**src/rtl/toggle_seq_pkg.sv**
```systemverilog
// Shared state encoding and default widths for the toggle sequencer.
// Every file that needs these imports this package.
package toggle_seq_pkg;

    localparam int PAT_W_DEF = 8;
    localparam int DIV_W_DEF = 26;
    localparam int IDX_W_DEF = 3;

    typedef enum logic [1:0] {
        S_IDLE = 2'd0,
        S_RUN  = 2'd1,
        S_DONE = 2'd2
    } state_e;

endpackage

```
**src/rtl/toggle_seq_ctrl_if.sv**
```systemverilog
// Control and status bundle of the toggle sequencer.
// The controller uses the slave modport and the pattern source uses the master modport.
interface toggle_seq_ctrl_if
    import toggle_seq_pkg::*;
#(
    parameter int PAT_W = PAT_W_DEF,
    parameter int DIV_W = DIV_W_DEF,
    parameter int IDX_W = IDX_W_DEF
) ();

    logic             start;
    logic             stop;
    logic             loop;
    logic [DIV_W-1:0] div;
    logic [PAT_W-1:0] pattern;
    logic             Q;
    logic             tick;
    logic             busy;
    logic             done;
    logic [IDX_W-1:0] bit_idx;

    modport master (
        output start, stop, loop, div, pattern,
        input  Q, tick, busy, done, bit_idx
    );

    modport slave (
        input  start, stop, loop, div, pattern,
        output Q, tick, busy, done, bit_idx
    );

endinterface

```
**src/rtl/tick_gen.sv**
```systemverilog
// Programmable divider that emits a one-cycle tick every div_q enabled cycles.
// The tick is decoded combinationally from the counter, so it adds no latency.
module tick_gen
    import toggle_seq_pkg::*;
#(
    parameter int DIV_W = DIV_W_DEF
) (
    input  logic             clk,
    input  logic             rst,
    input  logic             en,
    input  logic             clr,
    input  logic [DIV_W-1:0] div_q,
    output logic             tick
);

    logic [DIV_W-1:0] cnt;

    // div_q is never zero here, because the controller maps zero to one when it latches the divisor.
    assign tick = en && (cnt == div_q - DIV_W'(1));

    // NOTE: sequential state uses non-blocking assignments so that every register samples pre-edge values.
    always_ff @(posedge clk) begin
        if (rst || clr) begin
            cnt <= '0;
        end else if (en) begin
            cnt <= tick ? '0 : cnt + DIV_W'(1);
        end
    end

endmodule

```
**src/rtl/toggle_seq_ctrl.sv**
```systemverilog
// Pattern player that feeds one latched T bit per divider tick into a T flip-flop.
// Supports one-shot and looping runs, aborting with stop, and a one-cycle done pulse.
module toggle_seq_ctrl
    import toggle_seq_pkg::*;
#(
    parameter int PAT_W = PAT_W_DEF,
    parameter int DIV_W = DIV_W_DEF,
    parameter int IDX_W = IDX_W_DEF
) (
    input logic              clk,
    input logic              rst,
    toggle_seq_ctrl_if.slave bus
);

    state_e           state;
    logic [PAT_W-1:0] pattern_q;
    logic [DIV_W-1:0] div_q;
    logic             loop_q;
    logic             q_r;
    logic             busy_r;
    logic [IDX_W-1:0] bit_idx_r;
    logic             tick;
    logic             last_bit;

    // The counter is held at zero outside RUN, so every run starts with a fresh count.
    tick_gen #(.DIV_W(DIV_W)) u_tick_gen (
        .clk   (clk),
        .rst   (rst),
        .en    (state == S_RUN),
        .clr   ((state != S_RUN) || bus.stop),
        .div_q (div_q),
        .tick  (tick)
    );

    assign last_bit    = (bit_idx_r == IDX_W'(PAT_W - 1));
    assign bus.tick    = tick;
    assign bus.done    = (state == S_DONE);
    assign bus.Q       = q_r;
    assign bus.busy    = busy_r;
    assign bus.bit_idx = bit_idx_r;

    always_ff @(posedge clk) begin
        if (rst) begin
            state     <= S_IDLE;
            q_r       <= 1'b0;
            busy_r    <= 1'b0;
            bit_idx_r <= '0;
            pattern_q <= '0;
            div_q     <= DIV_W'(1);
            loop_q    <= 1'b0;
        end else begin
            case (state)
                S_IDLE: begin
                    if (bus.start) begin
                        pattern_q <= bus.pattern;
                        div_q     <= (bus.div == '0) ? DIV_W'(1) : bus.div;
                        loop_q    <= bus.loop;
                        bit_idx_r <= '0;
                        busy_r    <= 1'b1;
                        state     <= S_RUN;
                    end
                end
                S_RUN: begin
                    // stop wins over a coincident tick, so that tick's toggle is dropped.
                    if (bus.stop) begin
                        bit_idx_r <= '0;
                        busy_r    <= 1'b0;
                        state     <= S_IDLE;
                    end else if (tick) begin
                        if (pattern_q[bit_idx_r]) begin
                            q_r <= ~q_r;
                        end
                        if (last_bit) begin
                            bit_idx_r <= '0;
                            if (!loop_q) begin
                                busy_r <= 1'b0;
                                state  <= S_DONE;
                            end
                        end else begin
                            bit_idx_r <= bit_idx_r + IDX_W'(1);
                        end
                    end
                end
                S_DONE: state <= S_IDLE;
                default: begin
                    busy_r <= 1'b0;
                    state  <= S_IDLE;
                end
            endcase
        end
    end

endmodule

```
**src/flat_wrapper.sv**
```systemverilog
// flat-port wrapper written by rule: the top's interface ports become plain ports
module toggle_seq_ctrl_flat import toggle_seq_pkg::*;
#(
    parameter int PAT_W = PAT_W_DEF,
    parameter int DIV_W = DIV_W_DEF,
    parameter int IDX_W = IDX_W_DEF
)
  (clk, rst, bus_start, bus_stop, bus_loop, bus_div, bus_pattern, bus_Q, bus_tick, bus_busy, bus_done, bus_bit_idx);
  toggle_seq_ctrl_if #(.PAT_W(PAT_W), .DIV_W(DIV_W), .IDX_W(IDX_W)) bus_i ();
  input logic clk;
  input logic rst;
  input wire logic [$bits(bus_i.start)-1:0] bus_start;
  input wire logic [$bits(bus_i.stop)-1:0] bus_stop;
  input wire logic [$bits(bus_i.loop)-1:0] bus_loop;
  input wire logic [$bits(bus_i.div)-1:0] bus_div;
  input wire logic [$bits(bus_i.pattern)-1:0] bus_pattern;
  output wire logic [$bits(bus_i.Q)-1:0] bus_Q;
  output wire logic [$bits(bus_i.tick)-1:0] bus_tick;
  output wire logic [$bits(bus_i.busy)-1:0] bus_busy;
  output wire logic [$bits(bus_i.done)-1:0] bus_done;
  output wire logic [$bits(bus_i.bit_idx)-1:0] bus_bit_idx;
  assign bus_i.start = bus_start;
  assign bus_i.stop = bus_stop;
  assign bus_i.loop = bus_loop;
  assign bus_i.div = bus_div;
  assign bus_i.pattern = bus_pattern;
  assign bus_Q = bus_i.Q;
  assign bus_tick = bus_i.tick;
  assign bus_busy = bus_i.busy;
  assign bus_done = bus_i.done;
  assign bus_bit_idx = bus_i.bit_idx;
  toggle_seq_ctrl #(.PAT_W(PAT_W), .DIV_W(DIV_W), .IDX_W(IDX_W)) u_core (.clk(clk), .rst(rst), .bus(bus_i));
endmodule
```
**config.mk**
```make
export PLATFORM = sky130hd
export DESIGN_NAME = toggle_seq_ctrl_flat
export DESIGN_NICKNAME = d
export VERILOG_FILES = /design/src/rtl/toggle_seq_pkg.sv /design/src/rtl/toggle_seq_ctrl_if.sv /design/src/rtl/tick_gen.sv /design/src/rtl/toggle_seq_ctrl.sv /design/src/flat_wrapper.sv
export SDC_FILE = /design/constraint.sdc
export NUM_CORES = 1
export LEC_CHECK = 0
export ABC_AREA = 0
export CORE_ASPECT_RATIO = 1.25
export CORE_MARGIN = 2
export CORE_UTILIZATION = 50
export CTS_CLUSTER_SIZE = 25
export DETAILED_ROUTE_END_ITERATION = 10
export GPL_TIMING_DRIVEN = 0
export PLACE_DENSITY_LB_ADDON = 0.12
export SETUP_SLACK_MARGIN = 0.15
export SKIP_CTS_REPAIR_TIMING = 1
export SKIP_LAST_GASP = 1
export SYNTH_ARGS = -nofsm -noshare
export SYNTH_HDL_FRONTEND = slang
export SYNTH_SLANG_ARGS = --single-unit
```
**constraint.sdc**
```tcl
create_clock -name clk -period 3.2 [get_ports clk]
set_clock_uncertainty 0.15 [all_clocks]
set_input_delay 0.64 -clock clk [delete_from_list [all_inputs] [get_ports clk]]
set_output_delay 0.64 -clock clk [all_outputs]
set_load 0.02 [all_outputs]
```
# After elaboration in Yosys (flattened, before gate mapping)
# Index checks and enable logic that the tools add are counted.
# word_totals
regBits	68
input_bits	39
out_inout_bits	7
word_cells	56
# classes
add_sub_neg	3
n_lt_le_gt_ge	1
eq_ne	9
n_mux	21
bitwise_logic	3
reduce_logical	11
# ops
operator	n
2-to-1 mux 26 bit	2
adder 26 x 1 -> 26 bit, second input constant	1
== test 26 bit	1
logical NOT 26 bit	1
subtractor 26 x 1 -> 26 bit, second input constant	1
2-to-1 mux 3 bit	4
2-to-1 mux 2 bit	5
AND reduction 4 bit	2
2-to-1 mux 1 bit	6
!= test 3 x 2 -> 1 bit, second input constant	2
one-hot mux 3 bit (2 select lines)	1
AND reduction 5 bit	1
< comparator 3 x 4 -> 1 bit, second input constant	1
one-hot mux 2 bit (2 select lines)	1
adder 3 x 1 -> 3 bit, second input constant	1
binary-select mux 1 bit (select 3 bit)	1
== test 3 bit, second input constant	1
!= test 3 bit, second input constant	1
NOT 1 bit	3
one-hot mux 1 bit (3 select lines)	1
AND reduction 3 bit	1
== test 2 x 1 -> 1 bit, second input constant	1
== test 2 bit, second input constant	1
logical NOT 2 bit	1
other kinds (6)	7

# Depth between registers and ports, before layout
# depth
word_depth	6
mapped_depth	12
ltp_nobuf	10

# Cells and area by module
# Synthesis repeated with hierarchy kept, for this count alone.
# hier_totals
hier_cells	501
hier_area_um2	3987.6
# by_module_without_submodules
mod	instances	cells_per_inst	area_each_um2	seq_area_each_um2
tick_gen	1	292	2258.4	520.5
toggle_seq_ctrl	1	209	1729.2	840.8

# Worst setup path before layout
# Ideal clock, no wire load.
# synth_path
kind	flip-flop to output port
startpoint	register u_core.div_q[0]
endpoint	output bus_tick
arrival_time_ps	2677
t_required_ps	2410
path_slack_ps	-267
stages_incl_launch_ff	9
path_buffers	0
path_cell_list	dfxtp_1 -> inv_1 -> ha_1 -> nor2b_1 -> nand3_1 -> or4_4 -> a2111oi_4 -> o211ai_2 -> nor4_4
# synth_via
elab_chain_len	3
# synth_rtl
element	line	text
start, declared	toggle_seq_ctrl.sv:17	logic [DIV_W-1:0] div_q;
start signal, assigned	toggle_seq_ctrl.sv:56	div_q <= (bus.div == '0) ? DIV_W'(1) : bus.div;
subtractor 26 x 1 -> 26 bit	tick_gen.sv:19	assign tick = en && (cnt == div_q - DIV_W'(1));
== test 26 bit	tick_gen.sv:19	
logical AND 1 bit	tick_gen.sv:19	
end, declared	flat_wrapper.sv:18	output wire logic [$bits(bus_i.tick)-1:0] bus_tick;
# Every way passes these cells.

# Worst setup path in the final report
# Same ends and word-level chain as after synthesis.

==> results.py <==
metrics = {
    "run_status": {
        "status": "finished with violations",
        "violations": "setup timing",
    },
    "clock_tree": {
        "root_buffer": "clkbuf_8",
        "cts_sinks": 68,
        "clk_pin_slew_ns": 0.08,
        "cts_buffers": 9,
        "cts_tree": "yes",
        "h-tree-depth": 3,
        "insertion_delay_ns": 0.36,
        "cts_buffer_depth": 2,
    },
    "sta": {
        "finalHoldViolCount": 0,
        "clock.fmax_mhz": 271,
        "fin_worst_hold_slack_ns": 0.308,
        "slew_headroom_pct": 60.7,
        "period_needed_ns": 3.69,
        "worst_pin_slew_ns": 0.585,
        "fin_tns_setup_ns": -0.585,
        "setup_slack_ns": -0.485,
        "fin_crit_sh_pct": 115,
        "setup_viol": 4,
        "rsz0062_at_grt": "yes",
        "slew_viol_final": 0,
    },
    "logic_synthesis": {
        "synthArstFlopShare_pct": 0,
        "ys_ff_latch": 68,
        "synth.distinct_cells": 70,
        "avgSynthCellArea_um2": 7.72,
        "yosys_warnings": 0,
        "yosysSeqAreaShare_pct": 33.7,
        "synth_fp_nets": 566,
        "synth_edf_count": 0,
        "synth_ff_type": "dfxtp_1",
        "syn-instance-count": 523,
        "syn_area_um2": 4040,
    },
    "grt": {
        "grtUsageTotal_pct": 25.6,
        "antenna_found_initial": 0,
        "grt_pass1_vias": 3607,
        "overflow": 0,
        "grt_pass1_wl_mm": 17.8,
        "grt_max_degree": 14,
    },
    "pwr": {
        "peakVddDrop_mv": 0.314,
        "powerDensity_nw_per_um2": 385,
        "p_leak_nw": 1.77,
    },
    "worst_setup_path": {
        "worst_path_max_delay_cell": "or3_4",
        "start_kind": "register",
        "path_cells": "buf_4 -> nor4_4 -> nand3_1 -> o221ai_1 -> nor2_1 -> or3_4 -> nor4_4 -> buf_4",
        "critPathKind": "register to output pin",
        "max_stage_delay_ns": 0.43,
        "cp-end-kind": "output pin",
        "crit_required_ns": 2.41,
        "critical_path.top_delay_family": "simple AND/OR/NAND/NOR gates",
        "crit_path_max_fanout": 6,
        "cp.arrival_ns": 2.90,
        "critPathBufInv": 2,
    },
    "floorplan": {
        "chipWidth_um": 84.4,
        "core_area_um2": 7840,
        "dieArea_um2": 8810,
        "initial_core_util_pct": 51.5,
        "num_io_pins": 46,
        "die_h_um": 104,
        "core.rowCount": 36,
    },
    "place": {
        "finalWeightedCongestion": 0.982,
        "port_buffers": 45,
        "dp_cells": 663,
        "post-dp-hpwl_mm": 8.74,
        "place_area_um2": 4660,
    },
    "routing": {
        "firstDrtPassIters": 5,
        "wl_per_cell_um": 16.2,
        "drtIter0Drc": 291,
        "dr_total_vias": 3993,
        "drc_errors": 0,
        "viasPerCell": 5.80,
        "ant_nets": 0,
        "wirelength_mm": 11.1,
    },
    "cells_and_area": {
        "antenna_cells": 0,
        "final_util_pct": 64.1,
        "nets": 632,
        "fill_cells": 714,
        "drive_gt1_share_pct": 14.3,
        "instances_no_fill": 689,
        "final_cell_area_um2": 5020,
        "syn_to_final_growth_pct": 24.4,
    },
    "job": {
        "max-cap-violations": 0,
    },
    "worst_hold_path": {
        "worstHoldPathType": "register to register",
    },
}
[final timing paths]
kind / startpoint / endpoint / slack [ns] / depth (start not counted)
max: u_core.div_q[0] / bus_tick / -0.49 / 8
max reg2reg: u_core.div_q[1] / u_core.bus.bit_idx[1] / -0.05 / 10
min reg2reg: u_core.pattern_q[2] / u_core.pattern_q[2] / 0.31 / 2
min: u_core.pattern_q[2] / u_core.pattern_q[2] / 0.31 / 2
[cells in the mapped netlist, drive strengths merged, types with 3 or more instances]
cell | instances | area, um^2
nand3 | 19 | 95.1
clkbuf | 21 | 78.8
a31o | 3 | 26.3
xnor2 | 20 | 175
nor2b | 4 | 25.0
dfxtp | 68 | 1360
nor2 | 63 | 239
ha | 4 | 50.1
and2 | 4 | 25.0
a21bo | 4 | 40.0
nand2b | 7 | 43.8
nor3 | 20 | 105
nor3b | 3 | 22.5
and3 | 6 | 37.5
buf | 6 | 42.5
or2 | 4 | 25.0
a21oi | 43 | 215
xor2 | 25 | 219
or4b | 3 | 30.0
o211ai | 5 | 42.5
nor4 | 20 | 161
or3 | 5 | 31.3
inv | 10 | 37.5
nand2 | 92 | 345
or4 | 5 | 41.3
nand4 | 12 | 75.1
[power breakdown]
part | total [mW] | switching (mW) | internal, mW | leakage (nW)
Sequential | 0.915 | 0.0406 | 0.874 | 0.555
Clock | 0.633 | 0.349 | 0.284 | 0.0831
Combinational | 0.387 | 0.207 | 0.180 | 1.13
[layout make-up]
type / count / area [um^2] / share of cell area, %
Sequential cell: 68 / 1370 / 27.3
Tap cell: 95 / 119 / 2.37
Inverter: 10 / 40.0 / 0.797
Timing Repair Buffer: 55 / 523 / 10.4
Clock inverter: 7 / 52.6 / 1.05
Clock buffer: 9 / 124 / 2.47
Multi-Input combinational cell: 418 / 2660 / 52.9
Buffer: 27 / 138 / 2.74
[placed cells by master (no fill, tap or decap), drive strengths merged, types with 6 or more instances in the layout]
cell / synthesis / final
nand2: 92 / 92
dfxtp: 68 / 68
nor2: 63 / 63
clkdlybuf4s50: 0 / 44
a21oi: 43 / 43
clkbuf: 21 / 28
xor2: 25 / 25
xnor2: 20 / 20
nor3: 20 / 20
nor4: 20 / 20
nand3: 19 / 19
buf: 6 / 19
nand4: 12 / 12
inv: 10 / 11
nand2b: 7 / 7
and3: 6 / 6
[logic make-up after synthesis]
| family | Yosys count | share of synthesized area (%) |
|---|---|---|
| mux | 5 | 1.89 |
| fa+ha+maj | 4 | 1.24 |
| compound gates | 89 | 15.5 |
| xor+xnor | 45 | 9.76 |
| flops | 68 | 33.7 |
| buf+inv | 37 | 3.94 |
| simple gates | 275 | 34.0 |
[layer usage]
metal | part of all wire (%) | up-vias | GRT usage [%]
met1 | 44 | 1860 | 32.7
li1 | - | 1990 | -
met5 | 0 | - | 0
met3 | 4.4 | 26 | 4.13
met4 | 2.7 | 0 | 10.1
met2 | 48 | 117 | 42.8
[sequential cells by signal, summed over array words and instances, names as in the netlist]
register,cells
u_core.div_q,26
u_core.loop_q,1
u_core.pattern_q,8
u_core.bus.bit_idx,3
u_core.bus.busy,1
u_core.bus.Q,1
u_core.state,2
u_core.u_tick_gen.cnt,26
[tightest hold or removal path: cells and delay by family (launching register included)]
kind               cells  cell delay [ns]
AOI/OAI and AO/OA      1             0.05
DFF                    1             0.31
and+or+nand+nor        1             0.05
[metrics by stage]
stage / total power [mW] / worst slack, ns
2_1_floorplan: 1.15 / 0.0774
3_3_place_gp: 1.27 / -0.936
3_5_place_dp: 1.28 / -1.00
4_1_cts: 1.91 / -1.41
5_1_grt: 2.02 / -0.570
6_report: 1.94 / -0.485
Note: power is estimated with default switching activity, not from simulation.
